## src/rtl/chan_select_pipe.sv

```systemverilog
// Registered NCH-way channel select feeding a 2-entry valid/ready output buffer with a wrapping beat counter.
// Optional: define CHAN_SELECT_ERR_EN to add the sticky sel_err output for out-of-range selects.
module chan_select_pipe #(
   parameter int NCH = 3,
   parameter int W   = 3,
   parameter int SW  = (NCH > 2) ? $clog2(NCH - 1) : 1,
   parameter int CW  = 16
) (
   input  logic                     clk,
   input  logic                     rst,
   input  logic [NCH*W-1:0]         in_data,
   input  logic                     in_force,
   input  logic [SW-1:0]            in_sel,
   input  logic                     in_valid,
   output logic                     in_ready,
   output logic [W-1:0]             out_data,
   output logic [$clog2(NCH)-1:0]   out_ch,
   output logic                     out_valid,
   input  logic                     out_ready,
`ifdef CHAN_SELECT_ERR_EN
   output logic                     sel_err,
`endif
   output logic [CW-1:0]            beat_cnt
);

   localparam int CHW = $clog2(NCH);

   function automatic logic sel_oor(input logic [SW-1:0] sel);
      return int'(sel) > (NCH - 2);
   endfunction

   // Saturating channel map: force wins, then sel+1, clamped to the last channel.
   function automatic logic [CHW-1:0] sel_chan(input logic force_bit, input logic [SW-1:0] sel);
      if (force_bit)
         return '0;
      if (!sel_oor(sel))
         return CHW'(int'(sel) + 1);
      return CHW'(NCH - 1);
   endfunction

   logic [CHW-1:0] sel_ch;
   logic [W-1:0]   sel_word;

   always_comb begin
      sel_ch   = sel_chan(in_force, in_sel);
      sel_word = '0;
      for (int k = 0; k < NCH; k++) begin
         if (sel_ch == CHW'(k))
            sel_word = in_data[k*W +: W];
      end
   end

   // Stage p0: two-entry output buffer (head drives the outputs, tail holds the second beat).
   logic [1:0]     count_p0;
   logic [W-1:0]   head_data_p0;
   logic [CHW-1:0] head_ch_p0;
   logic [W-1:0]   tail_data_p0;
   logic [CHW-1:0] tail_ch_p0;
   logic [CW-1:0]  beat_cnt_p0;
   logic           vld_p0;
   logic           push;
   logic           pop;

   assign vld_p0   = (count_p0 != 2'd0);
   assign in_ready = (count_p0 != 2'd2) && !rst;
   assign push     = in_valid && in_ready;
   assign pop      = vld_p0 && out_ready;

   always_ff @(posedge clk) begin
      if (rst) begin
         count_p0     <= 2'd0;
         head_data_p0 <= '0;
         head_ch_p0   <= '0;
         beat_cnt_p0  <= '0;
      end else begin
         case ({push, pop})
            2'b10: begin
               if (count_p0 == 2'd0) begin
                  head_data_p0 <= sel_word;
                  head_ch_p0   <= sel_ch;
               end
               count_p0 <= count_p0 + 2'd1;
            end
            2'b01: begin
               if (count_p0 == 2'd2) begin
                  head_data_p0 <= tail_data_p0;
                  head_ch_p0   <= tail_ch_p0;
               end
               count_p0 <= count_p0 - 2'd1;
            end
            2'b11: begin
               // Only reachable at count 1: the departing head is replaced in place.
               head_data_p0 <= sel_word;
               head_ch_p0   <= sel_ch;
            end
            default: ;
         endcase
         if (pop)
            beat_cnt_p0 <= beat_cnt_p0 + CW'(1);
      end
   end

   // Tail is only ever read after it has been written behind a valid head, so it needs no reset.
   always_ff @(posedge clk) begin
      if (push && !pop && (count_p0 == 2'd1)) begin
         tail_data_p0 <= sel_word;
         tail_ch_p0   <= sel_ch;
      end
   end

`ifdef CHAN_SELECT_ERR_EN
   logic sel_err_p0;

   always_ff @(posedge clk) begin
      if (rst)
         sel_err_p0 <= 1'b0;
      else if (push && !in_force && sel_oor(in_sel))
         sel_err_p0 <= 1'b1;
   end

   assign sel_err = sel_err_p0;
`endif

   assign out_valid = vld_p0;
   assign out_data  = head_data_p0;
   assign out_ch    = head_ch_p0;
   assign beat_cnt  = beat_cnt_p0;

endmodule

```

## config.mk

```make
export PLATFORM = sky130hd
export DESIGN_NAME = chan_select_pipe
export DESIGN_NICKNAME = d
export VERILOG_FILES = /design/src/rtl/chan_select_pipe.sv
export SDC_FILE = /design/constraint.sdc
export NUM_CORES = 1
export LEC_CHECK = 0
export CAP_MARGIN = 20
export CORE_ASPECT_RATIO = 1.75
export CORE_UTILIZATION = 50
export DETAILED_ROUTE_END_ITERATION = 8
export MAX_ROUTING_LAYER = met4
export PLACE_DENSITY = 0.83
export SYNTH_ARGS = -nofsm -noshare
export SYNTH_HDL_FRONTEND = slang
export SYNTH_SLANG_ARGS = --single-unit
```

## constraint.sdc

```tcl
create_clock -name clk -period 3.8 [get_ports clk]
set_clock_uncertainty 0.2 [all_clocks]
set_input_delay 0.76 -clock clk [delete_from_list [all_inputs] [get_ports clk]]
set_output_delay 0.76 -clock clk [all_outputs]
set_load 0.1 [all_outputs]
```

# Yosys cells after proc, flatten, opt, wreduce, memory -nomap -nowiden
# Index checks and enable logic that the tools add are counted.
[word_totals]
ff_bits = 28
word_cells = 48
[classes]
addsub = 4
eq_ne = 10
mux = 15
n_reduce_logical = 13
[ops]
columns = ["op", "count"]
rows = [
  ["$add A16 B1 Y16 const B", 1],
  ["$mux W3", 5],
  ["$mux W2", 5],
  ["$pmux W3 S3", 1],
  ["$eq A2 B2 Y1 const B", 4],
  ["$eq A2 B1 Y1 const B", 3],
  ["$ne A2 B2 Y1 const B", 3],
  ["$pmux W2 S3", 1],
  ["$logic_and A1 B1 Y1", 5],
  ["$logic_not A2 Y1", 2],
  ["$pmux W2 S2", 1],
  ["$reduce_bool A2 Y1", 2],
  ["$reduce_and A3 Y1", 1],
  ["$reduce_bool A3 Y1", 1],
  ["$add A1 B1 Y2 const B", 1],
  ["$add A2 B1 Y2 const B", 1],
  ["$logic_not A1 Y1", 2],
  ["$mux W1", 2],
  ["$sub A2 B1 Y2 const B", 1],
]

# Longest topological paths before layout
# Gate-level depths: netlist of run 1.
[logic_depth]
depth_word = 10
mapped_depth = 9
ltp_nobuf = 9

# Worst setup path before layout of run 1
# No wires, ideal clock.
[synth_path]
kind = "input -> register"
start = "input rst"
end = "register head_ch_p0[0] (netlist: out_ch[0])"
setup_time_ns = 0.086
t_arrival_ns = 3.598
required_ns = 3.514
path_slack_ns = -0.083
path_stages = 7
n_path_buf = 1
path_cell_list = "nor2_1 -> nand2_1 -> ha_1 -> clkbuf_1 -> a221oi_2 -> nor2_1 -> a211oi_1"
[synth_between]
elab_chain_cells = 6
word_cells_on_any_way = 11
classes_between = "5 x eq/ne; 1 x mux; 5 x reduce/logical"
[synth_lines]
columns = ["element", "line_no", "rtl"]
rows = [
  ["from (decl)", "10", "input logic rst,"],
  ["$logic_not A1 Y1", "65", "assign in_ready = (count_p0 != 2'd2) && !rst;"],
  ["$logic_and A1 B1 Y1", "65", ""],
  ["$logic_and A1 B1 Y1", "66", "assign push = in_valid && in_ready;"],
  ["$eq A2 B1 Y1 or $eq A2 B2 Y1 (tied branches)", "76", "case ({push, pop})"],
  ["$ne A2 B2 Y1 (no line) or $reduce_bool A3 Y1 (tied branches)", "--", ""],
  ["$reduce_and A3 Y1 (no line)", "--", ""],
  ["to (signal assigned)", "80", "head_ch_p0 <= sel_ch;"],
  ["to (signal assigned)", "87", "head_ch_p0 <= tail_ch_p0;"],
  ["to (signal assigned)", "94", "head_ch_p0 <= sel_ch;"],
  ["to (decl)", "56", "logic [CHW-1:0] head_ch_p0;"],
]
# Several ways; a longest one is shown, not always the timed one.
# A chain may end at the register's enable or synchronous reset.

# Worst setup path in the final report of run 1
[layout_path]
start = "input out_ready"
end = "register head_ch_p0[1] (netlist: out_ch[1])"
[layout_between]
elab_chain_cells = 4
word_cells_on_any_way = 9
classes_between = "5 x eq/ne; 1 x mux; 3 x reduce/logical"
[layout_lines]
columns = ["element", "line_no", "rtl"]
rows = [
  ["from (decl)", "19", "input logic out_ready,"],
  ["$logic_and A1 B1 Y1 (*)", "67", "assign pop = vld_p0 && out_ready;"],
  ["$eq A2 B1 Y1 or $eq A2 B2 Y1 (tied branches)", "76", ""],
  ["$ne A2 B2 Y1 (no line) or $reduce_bool A3 Y1 (tied branches)", "--", ""],
  ["$reduce_and A3 Y1 (no line)", "--", ""],
]
# Every way passes the cells marked *; elsewhere a longest branch is shown, timed or not.

==> metrics.yaml, run 1 <==
finish:
  layout-drive-gt1-share_pct: 7.22
  final_common_cell: "clkdlybuf4s50_1"
  diodes: 0
  mostFrequentLayoutCells: "33 x clkdlybuf4s50_1, 23 x dfxtp_1, 19 x nor2_1, 10 x xnor2_1, 9 x inv_1"
  fillCellCount: 202
  nets: 203
  syn_to_final_growth_pct: 32.2
floorplan:
  io_pins: 38
  design.core.area_um2: 2520
  die_area_um2: 2940
  start_util_pct: 53.9
  row_count: 24
  die_h_um: 71.0
  die_w_um: 41.4
timing:
  tightest_slew_ps: 976
  maxSlewViolCount: 0
  setup_viol: 0
  setup_tns_ps: 0
  period_needed_ps: 3010
  max_freq_ghz: 0.333
  holdWs_ps: 302
  relSlewSlack_pct: 34.7
  fin_crit_sh_pct: 79.1
  hold_viol: 0
  rsz0062_at_grt: "false"
synthesis:
  yosysUniqueCellTypes: 29
  synth_seq_cells: 28
  seq_area_frac_synth_pct: 44.9
  syn_inst: 144
  synthesis.nets: 166
  syn_avg_cell_area_um2: 9.44
  netlist_area_um2: 1360
  yosys_warnings: 0
clock_tree:
  htree_num_levels: 1
  cts_root_buffer: "clkbuf_8"
  clk_pin_slew_ps: 90
  cts_buffers: 3
  tritoncts: "yes"
  cts.repair.resized: 0
  cts.sinks: 28
  clock_path_buffers: 2
  cts_hold_buffers: 0
  postCtsSetupRepairBufs: 0
  clock_latency_ps: 270
worst_setup_path:
  cp.required_ps: 3780
  r2r_slack_ps: 1160
  reg2reg_from: "count_p0[0]$_SDFFE_PP0P_"
  crit_type: "input port to flop"
  reg2regPathDepth: 8
  worstPathMaxFanout: 10
  worstReg2RegEnd: "out_ch[1]$_SDFFE_PP0P_"
  critPathLaunchType: "input port"
  arrival_ps: 2990
  endpoint_kind: "flop"
worst_hold_path:
  holdPathStages: 2
  holdCritStartpoint: "beat_cnt[15]$_SDFFE_PP0P_"
  hp-class: "flop to flop"
  hold_path_end: "beat_cnt[15]$_SDFFE_PP0P_"
grt:
  gr-total-overflow: 0
  grt_max_degree: 24
  antenna_found_initial: 0
  grt_pass1_vias: 1162
  grt_pass1_wl_um: 4810
  grtUsageTotal_pct: 20.8
drt:
  wl_per_cell_um: 13.5
  drcViolationCount: 0
  vias: 1138
  dr.pass1.iters: 6
  viasPerCell: 5.52
  drt_iter0_drc: 21
  wirelength_um: 2770
  postRouteAntennaNets: 0
placement:
  place_congestion: 0.747
  place_hpwl_um: 2240
  io_buffers: 37
run:
  drv_cap: 0
pwr:
  ir_worst_vdd_mv: 0.519
  power_w: 0.00109
  power.density_nw_per_um2: 608
  p_leak_nw: 0.654
outcome:
  status: "finished, final reports clean"
[per-layer routing]
layer  vias to the layer above  track usage, %  routed length, um
met3                         6            2.30                100
met2                        37            39.9               1630
met4                         0            7.89                 46
met5                         -               -                  0
li1                        570               -                  -
met1                       525            20.4                996
[area by class of cell]
class	instances	area (um^2)	area share (%)
timing repair buffer	38	380	21.2
clock buffer	4	45.0	2.51
inverter	9	33.8	1.88
sequential	28	611	34.0
multi-input combinational	101	694	38.6
tap	26	32.5	1.81
[through the flow]
stage               cells  util [%]  instance area [um^2]  setup slack, ps
finish                206      71.2                  1800              795
global route          206      71.2                  1800              581
detailed placement    202      69.4                  1750              504
global placement      202      69.4                  1750              665
floorplan             144         -                  1360              473
CTS                   206      71.2                  1800              786
[worst max-delay path, cell delays in order]
cell,delay [ps]
clkdlybuf4s50_1,550
nor2b_1,390
inv_1,120
ha_1,240
a221oi_2,600
nor2_1,80
a211oi_1,250
[power by group]
| part | total [W] | switching (W) | internal, W |
|---|---|---|---|
| clock | 0.000164 | 0.0000893 | 0.0000752 |
| sequential | 0.000373 | 0.0000309 | 0.000342 |
| combinational | 0.000555 | 0.000394 | 0.000161 |
| total | 0.00109 | 0.000514 | 0.000578 |
[cells in the mapped netlist]
cell      count  area [um^2]
nand3b_1      1         7.51
a211oi_1      6         45.0
nor2_1       20         75.1
nand4_1       2         12.5
nor3_1        3         15.0
a21oi_1       6         30.0
dfxtp_1      23          460
o31ai_1       1         7.51
xnor2_1      10         87.6
mux2i_1       8         80.1
nand2_2       1         6.26
nand4b_4      1         23.8
ha_1          7         87.6
nand3_1       3         15.0
nor4b_1       1         8.76
nor2b_1       2         12.5
edfxtp_1      5          150
or3_4         1         11.3
xor2_1        2         17.5
a221oi_2      1         15.0
clkbuf_1      6         22.5
and2_1        1         6.26
nand2_1       7         26.3
o21ai_0       7         35.0
inv_1         9         33.8
and4_1        1         8.76
or4_1         1         7.51
nor4_1        3         18.8
or3_1         5         31.3
[worst max-delay path by stage]
| stage | startpoint | depth (start not counted) | endpoint |
|---|---|---|---|
| floorplan | rst | 7 | out_ch[0]$_SDFFE_PP0P_ |
| global placement | out_ready | 7 | out_ch[1]$_SDFFE_PP0P_ |
| detailed placement | out_ready | 7 | out_ch[1]$_SDFFE_PP0P_ |
| CTS | out_ready | 7 | out_ch[1]$_SDFFE_PP0P_ |
| global route | out_ready | 7 | out_data[2]$_SDFFE_PP0P_ |
| finish | out_ready | 7 | out_ch[1]$_SDFFE_PP0P_ |
[cell families after synthesis]
logic type / after synthesis / share of synthesized area [%]
mux: 8 / 5.89
compound gates: 21 / 9.76
buf+inv: 15 / 4.14
fa+ha+maj: 7 / 6.45
flops: 28 / 44.9
simple gates: 53 / 21.1
xor+xnor: 12 / 7.73
[sequential cells by signal, summed over array words and instances (netlist names)]
| signal | flops |
|---|---|
| beat_cnt | 16 |
| tail_ch_p0 | 2 |
| out_data | 3 |
| out_ch | 2 |
| tail_data_p0 | 3 |
| count_p0 | 2 |
Note: power is estimated with default switching activity, not from simulation.
==> run 2, diff against run 1 <==
--- a/config.mk
+++ b/config.mk
@@ -7,10 +7,10 @@
 export LEC_CHECK = 0
 export CAP_MARGIN = 20
 export CORE_ASPECT_RATIO = 1.75
-export CORE_UTILIZATION = 50
+export CORE_UTILIZATION = 42
 export DETAILED_ROUTE_END_ITERATION = 8
 export MAX_ROUTING_LAYER = met4
-export PLACE_DENSITY = 0.83
+export PLACE_DENSITY = 0.74
 export SYNTH_ARGS = -nofsm -noshare
 export SYNTH_HDL_FRONTEND = slang
 export SYNTH_SLANG_ARGS = --single-unit
==> constraint.sdc (replaced) <==
create_clock -name clk -period 2.7 [get_ports clk]
set_clock_uncertainty 0.2 [all_clocks]
set_input_delay 0.54 -clock clk [delete_from_list [all_inputs] [get_ports clk]]
set_output_delay 0.54 -clock clk [all_outputs]
set_load 0.1 [all_outputs]
==> run 2 against run 1 <==
Global-route usage shrank 1.7 points. First-iteration DRC count grew 4.8%. Sequential share of layout area shrank 0.24 points. Sequential power grew 41%. Power grew 43%. Die area grew 18%. Wire length grew 1.3%. Critical path type unchanged. Critical endpoint is now out_data[2]$_SDFFE_PP0P_. Largest power group unchanged.
==> metrics.yaml, run 2 (same netlist as run 1, synthesis figures left out) <==
outcome:
  status: "finished, final reports clean"
placement:
  place_congestion: 0.738  # -1.3%
  io_buffers: 37  # unchanged
  place_hpwl_um: 2290  # +2.4%
  place_area_um2: 1760  # +0.71%
  placed_cells_incl_taps: 222  # +9.9%
timing:
  fin_crit_sh_pct: 87.6
  setup_viol: 0  # unchanged
  rsz0062_at_grt: "false"
  maxSlewViolCount: 0  # unchanged
  hold_viol: 0  # unchanged
  tightest_slew_ps: 420  # -556 ps
  setup_tns_ps: 0  # unchanged
  relSlewSlack_pct: 72.0  # +37 points
  max_freq_ghz: 0.423
  holdWs_ps: 291  # -11.4 ps
  period_needed_ps: 2370
floorplan:
  start_util_pct: 43.7  # -10 points
  io_pins: 38  # unchanged
  die_area_um2: 3480  # +18%
  die_h_um: 77.2  # +8.9%
  row_count: 27  # +13%
  design.core.area_um2: 3110  # +23%
  die_w_um: 45.0  # +8.7%
grt:
  grt_pass1_wl_um: 4880  # +1.4%
  gr-total-overflow: 0  # unchanged
  grtUsageTotal_pct: 19.0  # -1.7 points
  antenna_found_initial: 0  # unchanged
  grt_max_degree: 24  # unchanged
  grt_pass1_vias: 1160  # -0.17%
clock_tree:
  cts_root_buffer: "clkbuf_8"
  cts.repair.resized: 0  # unchanged
  postCtsSetupRepairBufs: 0  # unchanged
  cts.sinks: 28  # unchanged
  clock_path_buffers: 2  # unchanged
  cts_buffers: 3  # unchanged
  clk_pin_slew_ps: 90  # about the same
  htree_num_levels: 1  # unchanged
  cts_hold_buffers: 0  # unchanged
  tritoncts: "yes"
  clock_latency_ps: 270  # about the same
run:
  drv_cap: 0  # unchanged
drt:
  viasPerCell: 5.19  # -6.1%
  vias: 1172  # +3.0%
  dr.pass1.iters: 4  # -2
  wl_per_cell_um: 12.4  # -7.6%
  postRouteAntennaNets: 0  # unchanged
  drt_iter0_drc: 22  # +4.8%
  drcViolationCount: 0  # unchanged
  wirelength_um: 2810  # +1.3%
finish:
  mostFrequentLayoutCells: "26 x buf_4, 23 x dfxtp_1, 19 x nor2_1, 14 x clkdlybuf4s50_1, 10 x xnor2_1"
  fillCellCount: 277  # +37%
  syn_to_final_growth_pct: 33.1
  multi_input_area_um2: 711  # +2.3%
  largest_reg_flops: 16  # unchanged
  nets: 206  # +1.5%
  stdcell_count: 226  # +9.7%
  seqCellArea_um2: 611  # unchanged
  layout-drive-gt1-share_pct: 19.1  # +12 points
  design_area_um2: 1810  # +0.70%
  diodes: 0  # unchanged
  final_common_cell: "buf_4"
worst_setup_path:
  slowest_stage: "clkdlybuf4s50_1"
  worstPathMaxFanout: 10  # unchanged
  max_stage_delay_ps: 470  # -130 ps
  critPathLaunchType: "input port"
  crit_type: "input port to flop"
  cp.required_ps: 2680  # -1100 ps
  endpoint_kind: "flop"
  arrival_ps: 2350  # -640 ps
  cp_cell_sequence: "clkdlybuf4s50_1 > nor2b_1 > buf_4 > ha_1 > a221oi_4 > nor2_1 > a211oi_1"
pwr:
  power.density_nw_per_um2: 862  # +42%
  ir_worst_vdd_mv: 0.662  # +28%
  p_leak_nw: 0.708  # +8.2%
  power_w: 0.00156  # +43%
worst_hold_path:
  hp-class: "flop to flop"
==> run 2: cell count changes in the layout (fill, tap and decap cells not counted) <==
cell / delta
buf_4: +22
clkdlybuf4s50_1: -19
a221oi_2: -1
a221oi_4: +1
clkbuf_1: -1
clkinv_1: +1
nor2_2: -1
nor2_4: +1
==> run 2: final timing paths <==
path / start / endpoint / slack (ps) / cells after the start
setup / recovery: out_ready / out_data[2]$_SDFFE_PP0P_ / 330 / 7
hold / removal: beat_cnt[15]$_SDFFE_PP0P_ / beat_cnt[15]$_SDFFE_PP0P_ / 290 / 2
setup reg to reg: count_p0[0]$_SDFFE_PP0P_ / out_data[2]$_SDFFE_PP0P_ / 460 / 8
hold reg to reg: beat_cnt[15]$_SDFFE_PP0P_ / beat_cnt[15]$_SDFFE_PP0P_ / 290 / 2
==> run 2: per-layer routing <==
metal	vias to the layer above	track usage, %	routed length (um)
met5	-	-	0
met4	0	7.27	52
met3	6	2.82	121
met2	42	34.2	1610
met1	548	19.5	1030
li1	576	-	-
==> run 2: where the power goes <==
group | switching (W) | internal [W] | leakage [nW]
Sequential | 0.0000449 | 0.000482 | 0.232
Clock | 0.000127 | 0.000102 | 0.0231
Combinational | 0.000569 | 0.000235 | 0.452
==> run 2: area by class of cell <==
type | instances | share of cell area (%)
inverters | 9 | 1.87
multi-input cells | 101 | 39.3
clock inverters | 1 | 0.207
repair buffers | 41 | 19.6
well taps | 43 | 2.97
clock buffers | 3 | 2.28
flip-flops and latches | 28 | 33.7
==> run 2: critical path: cells and delay by family <==
family                   cells  cell delay, ps
buffers and inverters        2             620
AND/OR/NAND/NOR              2             250
adder cells (fa/ha/maj)      1             230
AO/OA/AOI/OAI                2             700
==> run 2: through the flow <==
step	util [%]	worst slack (ps)
CTS	58.2	322
detailed placement	56.8	33.2
global placement	56.8	127
finish	58.2	334
floorplan	-	3.42
global route	58.2	212
==> run 3, diff against run 2 <==
--- a/config.mk
+++ b/config.mk
@@ -9,8 +9,10 @@
 export CORE_ASPECT_RATIO = 1.75
 export CORE_UTILIZATION = 42
 export DETAILED_ROUTE_END_ITERATION = 8
+export GPL_ROUTABILITY_DRIVEN = 0
 export MAX_ROUTING_LAYER = met4
 export PLACE_DENSITY = 0.74
+export SKIP_LAST_GASP = 1
 export SYNTH_ARGS = -nofsm -noshare
 export SYNTH_HDL_FRONTEND = slang
 export SYNTH_SLANG_ARGS = --single-unit
==> results of run 3 <==
Same layout as run 2: the final DEF is identical, and so are final timing and power.
